<file path="src/rtl/win_scanner.sv">
// Sequential N x N tic-tac-toe win detector: captures both boards, scans one line per cycle.
// Optional draw detection is built only when WIN_SCANNER_DRAW_EN is defined.
module win_scanner #(
  parameter int N = 3
) (
  input  logic             clk,
  input  logic             reset,
  input  logic             start,
  input  logic [N*N-1:0]   ain,
  input  logic [N*N-1:0]   bin,
  output logic             busy,
  output logic             done,
  output logic [2*N+1:0]   win_line,
  output logic             a_win,
  output logic             b_win,
  output logic             illegal,
  output logic             draw
);

  localparam int NN = N * N;
  localparam int L  = 2 * N + 2;
  localparam int IW = $clog2(L);
  localparam logic [IW-1:0] LAST_IDX = IW'(L - 1);

  typedef enum logic [1:0] {
    IDLE = 2'd0,
    SCAN = 2'd1,
    DONE = 2'd2
  } state_t;

  // Cell mask of line l; cell (r,c) lives at bit NN-1-(r*N+c).
  function automatic logic [NN-1:0] line_mask(input int l);
    logic [NN-1:0] m;
    m = '0;
    for (int k = 0; k < N; k++) begin
      if (l < N)
        m[NN-1-(l*N+k)] = 1'b1;
      else if (l < 2*N)
        m[NN-1-(k*N+(l-N))] = 1'b1;
      else if (l == 2*N)
        m[NN-1-(k*N+k)] = 1'b1;
      else
        m[NN-1-(k*N+(N-1-k))] = 1'b1;
    end
    return m;
  endfunction

  state_t          state_q, state_d;
  logic [IW-1:0]   idx_q, idx_d;
  logic [NN-1:0]   a_cap_q, a_cap_d;
  logic [NN-1:0]   b_cap_q, b_cap_d;
  logic            ill_cap_q, ill_cap_d;
  logic [L-1:0]    line_sh_q, line_sh_d;
  logic            a_sh_q, a_sh_d;
  logic            b_sh_q, b_sh_d;
  logic [L-1:0]    win_line_q, win_line_d;
  logic            a_win_q, a_win_d;
  logic            b_win_q, b_win_d;
  logic            illegal_q, illegal_d;
`ifdef WIN_SCANNER_DRAW_EN
  logic            full_q, full_d;
  logic            draw_q, draw_d;
`endif

  logic [L-1:0]    a_line_vec;
  logic [L-1:0]    b_line_vec;
  logic            a_hit;
  logic            b_hit;

  // Per-line completion against the captured boards; the scan selects one per cycle.
  genvar gi;
  generate
    for (gi = 0; gi < L; gi++) begin : g_line
      localparam logic [NN-1:0] MASK = line_mask(gi);
      assign a_line_vec[gi] = &(a_cap_q | ~MASK);
      assign b_line_vec[gi] = &(b_cap_q | ~MASK);
    end
  endgenerate

  assign a_hit = a_line_vec[idx_q];
  assign b_hit = b_line_vec[idx_q];

  always_comb begin
    state_d    = state_q;
    idx_d      = idx_q;
    a_cap_d    = a_cap_q;
    b_cap_d    = b_cap_q;
    ill_cap_d  = ill_cap_q;
    line_sh_d  = line_sh_q;
    a_sh_d     = a_sh_q;
    b_sh_d     = b_sh_q;
    win_line_d = win_line_q;
    a_win_d    = a_win_q;
    b_win_d    = b_win_q;
    illegal_d  = illegal_q;
`ifdef WIN_SCANNER_DRAW_EN
    full_d     = full_q;
    draw_d     = draw_q;
`endif
    case (state_q)
      IDLE: begin
        if (start) begin
          state_d   = SCAN;
          idx_d     = '0;
          a_cap_d   = ain;
          b_cap_d   = bin;
          ill_cap_d = |(ain & bin);
          line_sh_d = '0;
          a_sh_d    = 1'b0;
          b_sh_d    = 1'b0;
`ifdef WIN_SCANNER_DRAW_EN
          full_d    = &(ain | bin);
`endif
        end
      end
      SCAN: begin
        line_sh_d[idx_q] = a_hit | b_hit;
        a_sh_d           = a_sh_q | a_hit;
        b_sh_d           = b_sh_q | b_hit;
        if (idx_q == LAST_IDX) begin
          // Publish includes the line evaluated in this final cycle.
          state_d    = DONE;
          win_line_d = line_sh_d;
          a_win_d    = a_sh_d;
          b_win_d    = b_sh_d;
          illegal_d  = ill_cap_q;
`ifdef WIN_SCANNER_DRAW_EN
          draw_d     = full_q & ~a_sh_d & ~b_sh_d & ~ill_cap_q;
`endif
        end else begin
          idx_d = idx_q + IW'(1);
        end
      end
      DONE: begin
        state_d = IDLE;
      end
      default: begin
        state_d = IDLE;
      end
    endcase
  end

  always_ff @(posedge clk) begin
    if (reset) begin
      state_q    <= IDLE;
      idx_q      <= '0;
      a_cap_q    <= '0;
      b_cap_q    <= '0;
      ill_cap_q  <= 1'b0;
      line_sh_q  <= '0;
      a_sh_q     <= 1'b0;
      b_sh_q     <= 1'b0;
      win_line_q <= '0;
      a_win_q    <= 1'b0;
      b_win_q    <= 1'b0;
      illegal_q  <= 1'b0;
`ifdef WIN_SCANNER_DRAW_EN
      full_q     <= 1'b0;
      draw_q     <= 1'b0;
`endif
    end else begin
      state_q    <= state_d;
      idx_q      <= idx_d;
      a_cap_q    <= a_cap_d;
      b_cap_q    <= b_cap_d;
      ill_cap_q  <= ill_cap_d;
      line_sh_q  <= line_sh_d;
      a_sh_q     <= a_sh_d;
      b_sh_q     <= b_sh_d;
      win_line_q <= win_line_d;
      a_win_q    <= a_win_d;
      b_win_q    <= b_win_d;
      illegal_q  <= illegal_d;
`ifdef WIN_SCANNER_DRAW_EN
      full_q     <= full_d;
      draw_q     <= draw_d;
`endif
    end
  end

  assign busy     = (state_q != IDLE);
  assign done     = (state_q == DONE);
  assign win_line = win_line_q;
  assign a_win    = a_win_q;
  assign b_win    = b_win_q;
  assign illegal  = illegal_q;
`ifdef WIN_SCANNER_DRAW_EN
  assign draw     = draw_q;
`else
  assign draw     = 1'b0;
`endif

endmodule

</file>
<file path="config.mk">
export PLATFORM = sky130hd
export DESIGN_NAME = win_scanner
export DESIGN_NICKNAME = d
export VERILOG_FILES = /design/src/rtl/win_scanner.sv
export SDC_FILE = /design/constraint.sdc
export NUM_CORES = 1
export LEC_CHECK = 0
export CORE_ASPECT_RATIO = 1.1
export CORE_MARGIN = 4
export CORE_UTILIZATION = 35
export DETAILED_ROUTE_END_ITERATION = 6
export GPL_TIMING_DRIVEN = 0
export PLACE_DENSITY_LB_ADDON = 0.1
export SLEW_MARGIN = 20
export SYNTH_ARGS = -nofsm -noshare
export SYNTH_HDL_FRONTEND = slang
export SYNTH_SLANG_ARGS = --single-unit
export TNS_END_PERCENT = 100
</file>
<file path="constraint.sdc">
create_clock -name clk -period 2.65 [get_ports clk]
set_input_delay 0.3975 -clock clk [delete_from_list [all_inputs] [get_ports clk]]
set_output_delay 0.3975 -clock clk [all_outputs]
set_load 0.02 [all_outputs]
</file>
==> flow_summary.yaml <==
route:
  routed-via-count: 2048
  remaining_routing_drc_violations: 0
  drt-initial-drc-count: 116
  drt-vias-per-instance: 5.26
  wl_mm: 5.85
  drt_pass1_iterations: 4
  final_antenna_net_count: 0
  post_drt_wl_per_cell_microns: 15.0
final_layout:
  layout-drive-gt1-share: 0.0769
  nFillCells: 632
  syn2layout_area_growth_pct: 23.5
  final-instance-count-excl-fill: 389
  finalNetCount: 335
  final_core_utilization: 0.456
  diodes: 0
clocking:
  clk_path_buf_depth: 2
  cts-resized-gates: 0
  cts_hold_buf: 0
  htree_num_levels: 2
  cts_inserted_buffers: 5
  clkLatencyLatePin_ps: 290
  cts_tree: "yes"
  cts_root_buf: "clkbuf_8"
  clk_pin_slew_ps: 80
  post_cts.repair.setup_buffers: 0
  clock_sinks: 45
synth:
  avgSynthCellArea_sq_um: 8.02
  synth.top_cells.by_area: "dfxtp_1 41%, nand2_1 10%, a21oi_1 6.0%, nor2_1 3.8%, o32ai_2 3.7%"
  yosysTopAreaCellShare: 0.413
  synthDistinctLibCells: 48
  syn-instance-count: 272
  synth_sequential_area_ratio: 0.413
  asyncSetResetFlopFracSynth: 0
  synth-seq-cells: 45
  netlist_top_cells_count: "59 x nand2_1, 45 x dfxtp_1, 26 x a21oi_1"
  syn-num-nets: 295
  mappedNetlistArea_sq_mm: 0.00218
  synth_largest_area_cell: "dfxtp_1"
  synth_warnings: 0
  synth_enable_flop_cells: 0
  synth.most_common_cell: "nand2_1"
  synth_ff_type: "dfxtp_1"
sta:
  fin_skew_ps: 2.76
  finalSetupViolCount: 0
  min_clock_period_post_route_ps: 2010
  finalMaxSlewViolations: 0
  final_min_period_over_clock_period: 0.760
  maxSlewHeadroom: 0.594
  worst_slew_pin_slew_ps: 610
  tightest_hold_margin_ps: 450
  report.final.hold_viol_count: 0
  rsz_0062_raised_after_global_routing: "false"
  max_freq_mhz: 496
  final.setup.tns_ps: 0
floorplan:
  ios: 35
  die_x_microns: 83.3
  core_area_sq_mm: 0.00591
  start_util: 0.369
  die_y_microns: 90.8
  die-area_sq_mm: 0.00756
  num_rows: 29
hold_path:
  timing.hold.worst_endpoint: "line_sh_q[0]"
  hold_path_startpoint: "line_sh_q[0]"
  timing.hold.worst.class: "flip-flop to flip-flop"
  holdPathStages: 2
job:
  drv.max_cap_violation_count: 0
outcome:
  status: "completed"
critical_path:
  cp-end-kind: "flip-flop"
  critical_path.startpoint_type: "flip-flop"
  regToRegSetupSlack_ps: 640
  worst_reg2reg_path_depth: 8
  worstPathArrival_ps: 2240
  path_class: "flip-flop to flip-flop"
  timing.critical_path.fanout_max: 8
  cp.required_ps: 2880
  r2r_end: "win_line[5]"
  worstReg2RegStart: "idx_q[1]"
grt:
  grt_antenna_before_repair: 0
  grt_use_total: 0.162
  first_pass_grt_wire_length_mm: 10.1
  grt_overflow_total: 0
  first_global_vias: 2072
  largest_net_degree_at_the_start_of_global_routing: 13
place:
  dp_hpwl_mm: 4.51
  routabilityCongestion: 0.786
  dpl.cell_count: 382
  buffer_ports.inserted: 33
power_and_ir_drop:
  power_density_mw_per_mm2: 486
  power_mw: 1.31
  vdd_ir_drop_max_mv: 0.187
  power.leakage_nw: 0.958
[layout by cell type (no fill, tap or decap), types with 5 or more instances in the layout]
cell	netlist	routed
nor2_1	22	22
inv_1	5	5
clkdlybuf4s50_1	0	33
dfxtp_1	45	45
o21ai_1	5	5
a21oi_1	26	26
nand2_1	59	59
nand3_1	5	5
nand2b_1	5	5
clkbuf_8	0	6
clkbuf_1	11	12
a22oi_1	6	6
o21ai_0	14	14
o32ai_2	5	5
[area by class of cell]
class | instances | area, sq um | share of cell area
well taps | 77 | 96.3 | 0.0357
inverters | 5 | 18.8 | 0.00696
repair buffers | 33 | 330 | 0.123
clock buffers | 7 | 86.3 | 0.0320
plain buffers | 17 | 95.1 | 0.0353
flip-flops and latches | 45 | 901 | 0.334
multi-input cells | 205 | 1170 | 0.433
[power breakdown]
group	total (mW)	leakage [nW]	switching [mW]	internal, mW
Combinational	0.163	0.548	0.0930	0.0698
Clock	0.431	0.0443	0.224	0.207
Sequential	0.717	0.366	0.0199	0.697
Total	1.31	0.958	0.337	0.974
[worst max-delay path by stage]
stage	startpoint	to	slack, ps	cells past startpoint
2_1_floorplan	idx_q[1]	win_line[6]	1040	8
3_3_place_gp	reset	line_sh_q[1]	440	5
3_5_place_dp	reset	line_sh_q[1]	420	5
4_1_cts	idx_q[1]	win_line[5]	540	8
5_1_grt	idx_q[1]	win_line[5]	380	8
6_report	idx_q[1]	win_line[5]	640	8
[critical path, stage by stage (launching register included)]
cell      delay (ps)
dfxtp_1          410
ha_1             180
ha_1             220
and2_1           150
clkbuf_1         310
nand2b_1         210
inv_1            210
o21ai_0          120
o21ai_0          150
[metrics by stage]
stage               cell area [sq um]  worst slack (ps)
finish                           2700               636
global route                     2700               383
CTS                              2700               542
detailed placement               2610               417
global placement                 2610               439
floorplan                        2180              1040
[registers in the layout, indices dropped and copies added, names as in the netlist]
signal,cells
win_line,8
state_q,2
illegal,1
a_sh_q,1
a_cap_q,9
b_cap_q,9
line_sh_q,8
b_win,1
ill_cap_q,1
b_sh_q,1
a_win,1
idx_q,3
[routing by layer]
metal	GRT usage	wire length (microns)	share of wire	vias up
met2	0.287	2840	0.49	56
met5	0	0	0	-
met4	0.0477	46	0.0079	0
met3	0.0292	282	0.048	5
li1	-	-	-	1038
met1	0.199	2680	0.46	949
[logic make-up after synthesis]
kind of cell / Yosys count / share of synthesized area
AO/OA/AOI/OAI: 83 / 0.266
adder cells (fa/ha/maj): 2 / 0.0115
buffers and inverters: 22 / 0.0522
flip-flops: 45 / 0.413
other: 1 / 0.00172
AND/OR/NAND/NOR: 119 / 0.256
(Power assumes the default switching activity.)
